$ cat src/rtl/metropolis_sequencer.sv
// Step controller for the metropolis replica bank: per sweep walks every slot through
// opt -> exp init -> exp iterations -> decision -> exchange, and runs distance_shift passes.
module metropolis_sequencer #(
  parameter int unsigned BASE_NUM  = 4,
  parameter int unsigned BASE_LOG  = 2,
  parameter int unsigned EXP_ORDER = 8
) (
  input  logic                clk,
  input  logic                reset,
  input  logic                start,
  input  logic [31:0]         n_steps,
  input  logic                shift_req,
  input  logic                stop,
  output logic                busy,
  output logic                done,
  output logic [BASE_LOG-1:0] base_id,
  output logic                opt_run,
  output logic                exp_init,
  output logic                exp_run,
  output logic [16:0]         exp_recip,
  output logic                exp_fin,
  output logic                ex_run,
  output logic                ex_odd,
  output logic                distance_shift,
  output logic [31:0]         step_cnt
);

  localparam int unsigned ITER_W = 5;
  localparam logic [ITER_W-1:0]   ITER_LAST = ITER_W'(EXP_ORDER - 1);
  localparam logic [ITER_W-1:0]   K_TOP     = ITER_W'(EXP_ORDER);
  localparam logic [BASE_LOG-1:0] BASE_LAST = BASE_LOG'(BASE_NUM - 1);

  typedef enum logic [2:0] {
    S_IDLE,
    S_OPT,
    S_INIT,
    S_EXP,
    S_FIN,
    S_EXCH,
    S_SHIFT
  } state_t;

  state_t            state;
  logic [ITER_W-1:0] iter;
  logic [31:0]       n_lat;

  // round(65536/k) for the Taylor series terms; k=1 needs the 17th bit
  function automatic logic [16:0] recip_rom(input logic [ITER_W-1:0] k);
    logic [16:0] r;
    case (k)
      5'd1:    r = 17'd65536;
      5'd2:    r = 17'd32768;
      5'd3:    r = 17'd21845;
      5'd4:    r = 17'd16384;
      5'd5:    r = 17'd13107;
      5'd6:    r = 17'd10923;
      5'd7:    r = 17'd9362;
      5'd8:    r = 17'd8192;
      5'd9:    r = 17'd7282;
      5'd10:   r = 17'd6554;
      5'd11:   r = 17'd5958;
      5'd12:   r = 17'd5461;
      5'd13:   r = 17'd5041;
      5'd14:   r = 17'd4681;
      5'd15:   r = 17'd4369;
      5'd16:   r = 17'd4096;
      default: r = 17'd0;
    endcase
    return r;
  endfunction

  // Strobes are set on entry to their state, so each one is high exactly while the FSM sits there
  always_ff @(posedge clk) begin
    if (reset) begin
      state          <= S_IDLE;
      iter           <= '0;
      n_lat          <= '0;
      busy           <= 1'b0;
      done           <= 1'b0;
      base_id        <= '0;
      opt_run        <= 1'b0;
      exp_init       <= 1'b0;
      exp_run        <= 1'b0;
      exp_recip      <= '0;
      exp_fin        <= 1'b0;
      ex_run         <= 1'b0;
      ex_odd         <= 1'b0;
      distance_shift <= 1'b0;
      step_cnt       <= '0;
    end else begin
      done           <= 1'b0;
      opt_run        <= 1'b0;
      exp_init       <= 1'b0;
      exp_run        <= 1'b0;
      exp_recip      <= '0;
      exp_fin        <= 1'b0;
      ex_run         <= 1'b0;
      distance_shift <= 1'b0;

      if (state != S_IDLE && stop) begin
        state   <= S_IDLE;
        busy    <= 1'b0;
        base_id <= '0;
        iter    <= '0;
        done    <= 1'b1;
      end else begin
        case (state)
          S_IDLE: begin
            if (shift_req) begin
              state          <= S_SHIFT;
              busy           <= 1'b1;
              base_id        <= '0;
              distance_shift <= 1'b1;
            end else if (start) begin
              if (n_steps != 32'd0) begin
                state    <= S_OPT;
                busy     <= 1'b1;
                base_id  <= '0;
                opt_run  <= 1'b1;
                step_cnt <= '0;
                ex_odd   <= 1'b0;
                n_lat    <= n_steps;
              end else begin
                done <= 1'b1;
              end
            end
          end

          S_OPT: begin
            state    <= S_INIT;
            exp_init <= 1'b1;
          end

          S_INIT: begin
            state     <= S_EXP;
            iter      <= '0;
            exp_run   <= 1'b1;
            exp_recip <= recip_rom(K_TOP);
          end

          S_EXP: begin
            if (iter == ITER_LAST) begin
              state   <= S_FIN;
              iter    <= '0;
              exp_fin <= 1'b1;
            end else begin
              iter      <= iter + ITER_W'(1);
              exp_run   <= 1'b1;
              exp_recip <= recip_rom(K_TOP - iter - ITER_W'(1));
            end
          end

          S_FIN: begin
            state  <= S_EXCH;
            ex_run <= 1'b1;
          end

          S_EXCH: begin
            if (base_id != BASE_LAST) begin
              state   <= S_OPT;
              base_id <= base_id + BASE_LOG'(1);
              opt_run <= 1'b1;
            end else begin
              // sweep boundary: parity flips and the completed sweep is counted
              base_id  <= '0;
              step_cnt <= step_cnt + 32'd1;
              ex_odd   <= ~ex_odd;
              if (step_cnt + 32'd1 == n_lat) begin
                state <= S_IDLE;
                busy  <= 1'b0;
                done  <= 1'b1;
              end else begin
                state   <= S_OPT;
                opt_run <= 1'b1;
              end
            end
          end

          S_SHIFT: begin
            if (base_id == BASE_LAST) begin
              state   <= S_IDLE;
              busy    <= 1'b0;
              base_id <= '0;
              done    <= 1'b1;
            end else begin
              base_id        <= base_id + BASE_LOG'(1);
              distance_shift <= 1'b1;
            end
          end

          default: begin
            state <= S_IDLE;
            busy  <= 1'b0;
          end
        endcase
      end
    end
  end

endmodule

$ cat config.mk
export PLATFORM = sky130hd
export DESIGN_NAME = metropolis_sequencer
export DESIGN_NICKNAME = d
export VERILOG_FILES = /design/src/rtl/metropolis_sequencer.sv
export SDC_FILE = /design/constraint.sdc
export NUM_CORES = 1
export LEC_CHECK = 0
export ABC_AREA = 1
export BUFFER_PORTS_ARGS = -buffer_cell sky130_fd_sc_hd__buf_2
export CAP_MARGIN = 20
export CORE_MARGIN = 2
export CORE_UTILIZATION = 50
export DETAILED_ROUTE_END_ITERATION = 16
export PLACE_DENSITY_LB_ADDON = 0.15
export SLEW_MARGIN = 25
export SYNTH_ARGS = -nofsm -noshare
export SYNTH_HDL_FRONTEND = slang
export SYNTH_SLANG_ARGS = --single-unit
$ cat constraint.sdc
create_clock -name clk -period 2.9 [get_ports clk]
set_clock_uncertainty 0.05 [all_clocks]
set_input_delay 0.58 -clock clk [delete_from_list [all_inputs] [get_ports clk]]
set_output_delay 0.58 -clock clk [all_outputs]
set_load 0.1 [all_outputs]
Word-level counts from Yosys, hierarchy flattened
Memories as Yosys holds them, arrays and structs flattened.
Index checks and enable logic that the tools add are counted.

word-level totals
  register bits = 100
  word-level logic and storage cells = 117
  bits in latches = 0
  output and inout bits = 60
  ROM bits = 544
  input port bits = 37
  memory bits (writable) = 0
  memories kept = 1

operators by class
  divide/modulo/power cells = 0
  shift operators = 0
  $lt $le $gt $ge = 0
  equality and inequality tests = 19
  reductions and logical operators = 15
  add/subtract/negate cells = 5
  bitwise operators = 5
  mux-type cells = 57
  $mul = 0

memory list
  memory            words  width  rd ports  clocked after memory_dff  write ports  line  text
  (name not given)  32     17     1         0                         0            50    case (k)

operator list
  operator                 count
  $mux W32                 4
  $pmux W32 S2             1
  $pmux W17 S2             1
  $add A32 B1 Y32 const B  1
  $eq A32 B32 Y1           1
  $reduce_bool A32 Y1      1
  $mux W1                  30
  $pmux W3 S7              1
  $mux W17                 1
  $ne A2 B2 Y1 const B     8
  $mux W3                  5
  $reduce_and A6 Y1        2
  $mux W2                  5
  $pmux W5 S2              1
  $eq A3 B3 Y1 const B     3
  $pmux W1 S2              4
  $eq A3 B2 Y1 const B     2
  $ne A3 B3 Y1 const B     2
  $pmux W2 S3              1
  $reduce_bool A3 Y1       2
  $add A5 B1 Y5 const B    1
  $eq A5 B3 Y1 const B     1
  $mux W5                  1
  $not A1 Y1               5
  other kinds (16)         17

Longest topological paths before layout
Gate-level depths: netlist of the first run.

  depth in word-level cells = 6
  mapped depth = 18
  depth with buffers taken out = 18

Worst setup path after synthesis of the first run
OpenSTA, ideal clock, no wires.

  kind = register to register
  start = reg step_cnt[0]
  end = reg busy
  arrival time = 2759 ps
  clock period less this slack = 2928 ps
  required time = 2731 ps
  setup time = 119 ps
  stages on the path, launching flop included = 19
  setup slack = -28 ps
  cell sequence = dfxtp_1 > ha_1 > nand2_2 > nor2_4 > nand2_2 > nor2_4 > nand2_1 > nand2_1 > nand2_1 > nand2_1 > nand2_1 > nor2_1 > nand2_1 > nor2_1 > nand3_1 > nand2_2 > nand3_1 > nand2_1 > nor2_1

between the ends
  cells in the longest elaborated chain, start to end = 4

RTL lines
  item                                line  text
  start, declared                     25    output logic [31:0] step_cnt
  start signal, assigned              166   step_cnt <= step_cnt + 32'd1;
  $add A32 B1 Y32                     168   if (step_cnt + 32'd1 == n_lat) begin
  $eq A32 B32 Y1                      168
  $ne A2 B2 Y1 (no source line)       -
  $reduce_and A6 Y1 (no source line)  -
  end signal, assigned                170   busy <= 1'b0;
  end signal, assigned                182   busy <= 1'b0;
  end signal, assigned                193   busy <= 1'b0;
  end, declared                       14    output logic busy,

Every way passes these cells.
A chain may end at the register's enable or synchronous reset.

Final worst setup path of the first run
Same ends and word-level chain as after synthesis.

==> flow_summary.ini, run 1 <==
[run_status]
status = complete, no violations

[worst_hold_path]
holdPathEnd = n_lat[29]$_SDFFE_PP0P_
hp-start = n_lat[29]$_SDFFE_PP0P_
hold_depth = 2
hold_path_class = reg -> reg

[timing]
tns_ns = 0
timing.final.crit_share = 0.857
finalMaxSlewViolations = 0
fin_crit_ns = 2.49
rsz0062_at_grt = false
hold_violations = 0
fmax_mhz = 402
relSlewSlack = 0.588
setup_violations = 0
worst_pin_slew_ns = 0.617

[synth]
synth-seq-cells = 100
yosysWarnings = 0
ys_types = 32
avgSynthCellArea_um2 = 6.22
syn_nets = 980
synth-async-reset-ratio = 0
synth.cell_area_um2 = 5790
ys.flop_type = dfxtp_1
syn-instance-count = 931
yosysSeqAreaShare = 0.346
synth_edf_count = 0

[cells_and_area]
drive_gt1_frac = 0.144
fin_area_um2 = 6710
layout_commonest_cell = nand2_1
nets = 1073
final_cell_mix = nand2_1, nor2_1, inv_1, dfxtp_1, buf_2
layoutNonFillerInstCount = 1172
area_growth_pct = 16.0
antennaDiodeCount = 0

[routing]
vias = 6219
dr.pass1.iters = 5
wire_per_inst_um = 14.7
vias_per_cell = 5.31
drt_iter0_drc = 494
drc = 0
final_antenna_net_count = 0
routed_wl_um = 17200

[setup_path]
critPathMaxStageDelay_ns = 0.38
path_delay_family = simple AND/OR/NAND/NOR gates
start_kind = register
critPathSlowestCell = dfxtp_2
r2r-start = step_cnt[0]$_SDFFE_PP0P_
arrival_ns = 2.69
cp.required_ns = 3.11
crit_fanout = 8
cp_num_buf_inv = 1
critical_path_class = reg -> reg
r2r_setup_slack_ns = 0.41
worst_setup_path_end_kind = register
timing.rr.end = busy$_SDFFE_PP0P_
crit_path_frequent_cell = nand2_1
reg2regPathDepth = 17
crit_chain = ha_1 > nand2_2 > nor2_4 > nand2_4 > nor2_2 > buf_4 > nand2_1 > nand2_1 > nand3_1 > nand2_1 > nor2_1 > nand2_1 > nor2_1 > nand3_1 > nand2_2 > a21oi_1 > nor2_1

[placed_design]
gp_congestion = 0.976
dpl.cell_count = 1156
dpl-instance-area_um2 = 6420
io_buffers = 96
post-dp-hpwl_um = 12900

[global_route]
grt_max_degree = 36
grt_pass1_wl_um = 28700
overflow = 0
grt_pass1_vias = 5854
gr-usage-all-layers = 0.285
grt_antenna_before_repair = 0

[clocking]
clk_latency_ns = 0.36
cts_inserted_buffers = 9
cts_resized = 0
ctsHoldBuffers = 0
clk_path_buf_depth = 2
postCtsSetupRepairBufs = 0
cts_root_buf = clkbuf_16
cts_sinks = 100
htreeDepth = 3
clk_pin_slew_ns = 0.08
cts_tree = yes

[floorplan]
initial_utilization = 0.509
fp.dieH_um = 112
die_w_um = 112
core_area_um2 = 11400
dieArea_um2 = 12500
io_pins = 97
placementRows = 39

[pwr]
pwr_density_cell_nw_per_um2 = 640
peakVddDrop_mv = 0.560
p_leak_nw = 3.04

[flow_run]
cap_violations = 0
## area by class of cell
| type | instances | area, um^2 |
|---|---|---|
| fillers | 1152 | 4660 |
| multi-input cells | 701 | 3290 |
| flip-flops and latches | 100 | 2000 |
| repair buffers | 105 | 548 |
| inverters | 107 | 402 |
| clock buffers | 9 | 225 |
| well taps | 143 | 179 |
| clock inverters | 7 | 67.6 |
## registers in the layout, summed over array words and instances, names as in the netlist, 2 cells and up
name       count
n_lat         32
base_id        2
step_cnt      32
exp_recip     17
iter           5
state          3
## where the power goes
group          internal, mW  total [mW]  switching, mW
clock                 0.605        1.21          0.600
sequential             1.53        1.65          0.120
combinational         0.389        1.43           1.04
## worst register-to-register path, cell delays in order, from the launching register on
cell and delay, ns:
dfxtp_2 0.38, ha_1 0.21, nand2_2 0.09, nor2_4 0.25, nand2_4 0.11, nor2_2 0.20, buf_4 0.19, nand2_1 0.07
nand2_1 0.08, nand3_1 0.10, nand2_1 0.08, nor2_1 0.05, nand2_1 0.06, nor2_1 0.05, nand3_1 0.10, nand2_2 0.09
a21oi_1 0.14, nor2_1 0.06
## worst max path at each step
| stage | start | endpoint | cells after the start |
|---|---|---|---|
| after floorplan | step_cnt[3]$_SDFFE_PP0P_ | busy$_SDFFE_PP0P_ | 17 |
| after global placement | n_steps[27] | step_cnt[9]$_SDFFE_PP0P_ | 11 |
| after detailed placement | n_steps[27] | step_cnt[9]$_SDFFE_PP0P_ | 11 |
| after CTS | step_cnt[2]$_SDFFE_PP0P_ | busy$_SDFFE_PP0P_ | 17 |
| after global routing | step_cnt[2]$_SDFFE_PP0P_ | opt_run$_SDFF_PP0_ | 15 |
| final | step_cnt[0]$_SDFFE_PP0P_ | busy$_SDFFE_PP0P_ | 17 |
## through the flow
step	worst slack (ns)	hold slack [ns]	utilization	power, mW
2_1_floorplan	0.157	0.390	-	2.74
3_3_place_gp	0.246	0.406	0.565	3.09
3_5_place_dp	0.236	0.415	0.565	3.09
4_1_cts	0.433	0.426	0.590	4.30
5_1_grt	0.0720	0.447	0.590	4.56
6_report	0.414	0.421	0.590	4.29
## cells in the mapped netlist, types with 7 or more instances
| library cell | instances | area, um^2 |
|---|---|---|
| nor2_1 | 124 | 465 |
| inv_1 | 100 | 375 |
| nor4_1 | 11 | 68.8 |
| a21oi_1 | 72 | 360 |
| nand3_1 | 90 | 450 |
| dfxtp_1 | 100 | 2000 |
| nand2_1 | 276 | 1040 |
| nand3b_1 | 11 | 82.6 |
| o21ai_0 | 50 | 250 |
| ha_1 | 12 | 150 |
| nor3_1 | 7 | 35.0 |
| nand4_1 | 9 | 56.3 |
| xor2_1 | 7 | 61.3 |
| clkbuf_1 | 16 | 60.1 |
| nor2_4 | 7 | 78.8 |
## cells by family (layout without fill, tap and decap cells)
| kind of cell | after synthesis | after routing | share of synthesized area |
|---|---|---|---|
| AND/OR/NAND/NOR | 547 | 547 | 0.408 |
| AO/OA/AOI/OAI | 132 | 132 | 0.119 |
| buffers and inverters | 130 | 228 | 0.0865 |
| flip-flops | 100 | 100 | 0.346 |
| adder cells (fa/ha/maj) | 12 | 12 | 0.0259 |
| XOR/XNOR | 10 | 10 | 0.0151 |
## routing by layer
layer / global-route usage / wire length [um] / vias to the layer above
met5: 0 / 0 / -
met4: 0.0864 / 367 / 0
met3: 0.0680 / 1390 / 31
met2: 0.469 / 7710 / 256
met1: 0.372 / 7720 / 2737
li1: - / - / 3195
(Power assumes the default switching activity.)
==> run 2: changes to the inputs <==
==> constraint.sdc (replaced) <==
create_clock -name clk -period 2.37 [get_ports clk]
set_clock_uncertainty 0.05 [all_clocks]
set_input_delay 0.474 -clock clk [delete_from_list [all_inputs] [get_ports clk]]
set_output_delay 0.474 -clock clk [all_outputs]
set_load 0.1 [all_outputs]
==> flow_summary.ini, run 2 (synthesis gave the netlist of run 1 again) <==
[setup_path]
critical_path_class = reg -> reg
r2r-start = step_cnt[1]$_SDFFE_PP0P_
worst_setup_path_end_kind = register
crit_start = step_cnt[1]$_SDFFE_PP0P_
crit_fanout = 7
arrival_ns = 2.54
critPathSlowestCell = dfxtp_4
start_kind = register
cp.required_ns = 2.59
reg2regPathDepth = 17
critPathCapture = busy$_SDFFE_PP0P_
timing.rr.end = busy$_SDFFE_PP0P_
critPathMaxStageDelay_ns = 0.37
r2r_setup_slack_ns = 0.04
crit_chain = ha_4 > nand2_4 > nor2_4 > nand2_4 > nor2_4 > buf_6 > nand3b_1 > nand3_2 > nand2_1 > nor2_1 > nand2_1 > nor2_2 > nand3_2 > nand2_4 > nand3_2 > nand2_1 > nor2_1

[timing]
worst_pin_slew_ns = 0.484
timing.final.crit_share = 0.981
finalMaxSlewViolations = 0
relSlewSlack = 0.677
fmax_mhz = 430
setup_violations = 0
fin_crit_ns = 2.33
hold_violations = 0
rsz0062_at_grt = true

[cells_and_area]
reg_top3 = n_lat x32, step_cnt x32, exp_recip x17
fin_area_um2 = 7300
layout_commonest_cell = nand2_1
antennaDiodeCount = 0
fill_cells = 1088
nets = 1116
final_cell_mix = nand2_1, nor2_1, inv_1, buf_2, nand3_1
drive_gt1_frac = 0.232
area_growth_pct = 26.1

[floorplan]
placementRows = 39
die_w_um = 112
core_area_um2 = 11400
fp.dieH_um = 112
initial_utilization = 0.509
dieArea_um2 = 12500
io_pins = 97

[pwr]
pwr_density_cell_nw_per_um2 = 747
peakVddDrop_mv = 0.649
p_leak_nw = 3.35
total_power_mw = 5.45

[clocking]
cts_root_buf = clkbuf_16
cts_sinks = 100
clk_latency_ns = 0.37
cts_inserted_buffers = 9
ctsHoldBuffers = 0
htreeDepth = 3
clk_pin_slew_ns = 0.08
clk_path_buf_depth = 2
cts_tree = yes

[routing]
drc = 0
vias = 6443
final_antenna_net_count = 0
routed_wl_um = 17800
vias_per_cell = 5.30
drt_iter0_drc = 547
dr.pass1.iters = 6
wire_per_inst_um = 14.6

[placed_design]
post-dp-hpwl_um = 13400
dpl-instance-area_um2 = 6710
io_buffers = 96
gp_congestion = 0.968

[global_route]
grt_pass1_wl_um = 28000
grt_max_degree = 36
grt_pass1_vias = 5746
gr-usage-all-layers = 0.282
overflow = 0
grt_antenna_before_repair = 0

[flow_run]
cap_violations = 0

[worst_hold_path]
hold_path_class = in -> reg

[run_status]
status = complete, no violations
[run 2: cell count changes in the layout (fill, tap and decap cells not counted), moves of 8 or more]
cell / change
buf_4: +38
nand3_1: -8
dfxtp_1: -30
dfxtp_2: +23
nor2_1: -13
nor2_2: +9
[run 2: critical path: cells and delay by family, from the launching register on]
kind                     cells  cell delay, ns
AND/OR/NAND/NOR             15            1.56
flip-flops                   1            0.37
adder cells (fa/ha/maj)      1            0.15
buffers and inverters        1            0.12
[run 2: how the worst min path moves through the flow]
stage	start	end	slack (ns)	cells past startpoint
4_1_cts	n_steps[25]	n_lat[25]$_SDFFE_PP0P_	0.31	3
3_3_place_gp	n_lat[9]$_SDFFE_PP0P_	n_lat[9]$_SDFFE_PP0P_	0.41	2
5_1_grt	n_steps[26]	n_lat[26]$_SDFFE_PP0P_	0.34	3
6_report	n_steps[25]	n_lat[25]$_SDFFE_PP0P_	0.32	3
3_5_place_dp	n_lat[9]$_SDFFE_PP0P_	n_lat[9]$_SDFFE_PP0P_	0.41	2
2_1_floorplan	n_lat[2]$_SDFFE_PP0P_	n_lat[2]$_SDFFE_PP0P_	0.39	2
[run 2: timing repair]
| item | 4_1_cts | 5_1_grt |
|---|---|---|
| resized for setup | 0 | 45 |
| buffers inserted | 0 | 13 |
| endpoints found under the setup margin | 0 | 6 |
[run 2: routing by layer]
layer,up-vias,part of all wire,global-route usage
met1,2870,0.44,0.384
li1,3273,-,-
met3,23,0.085,0.0626
met4,0,0.018,0.0930
met5,-,0,0
met2,277,0.46,0.446
[run 2: metrics by stage]
| step | instances | setup slack, ns | utilization | setup TNS (ns) | hold WS [ns] |
|---|---|---|---|---|---|
| finish | 1215 | 0.0443 | 0.642 | 0 | 0.319 |
| CTS | 1202 | 0.00627 | 0.619 | 0 | 0.308 |
| detailed placement | 1186 | -0.0463 | 0.590 | -0.105 | 0.413 |
| global placement | 1186 | -0.00291 | 0.590 | -0.00291 | 0.406 |
| floorplan | 931 | 0.00677 | - | 0 | 0.390 |
| global route | 1215 | -0.113 | 0.642 | -0.373 | 0.338 |
[run 2: final cells by class]
class / count / area (um^2) / area share
Sequential cell: 100 / 2060 / 0.282
Clock buffer: 9 / 225 / 0.0309
Tap cell: 143 / 179 / 0.0245
Timing Repair Buffer: 148 / 907 / 0.124
Inverter: 107 / 402 / 0.0550
Multi-Input combinational cell: 701 / 3430 / 0.470
Clock inverter: 7 / 97.6 / 0.0134
[run 2: where the power goes]
| part | switching, mW | internal, mW | leakage [nW] |
|---|---|---|---|
| Combinational | 1.30 | 0.523 | 2.36 |
| Clock | 0.750 | 0.859 | 0.159 |
| Sequential | 0.148 | 1.87 | 0.830 |
| Total | 2.20 | 3.25 | 3.35 |
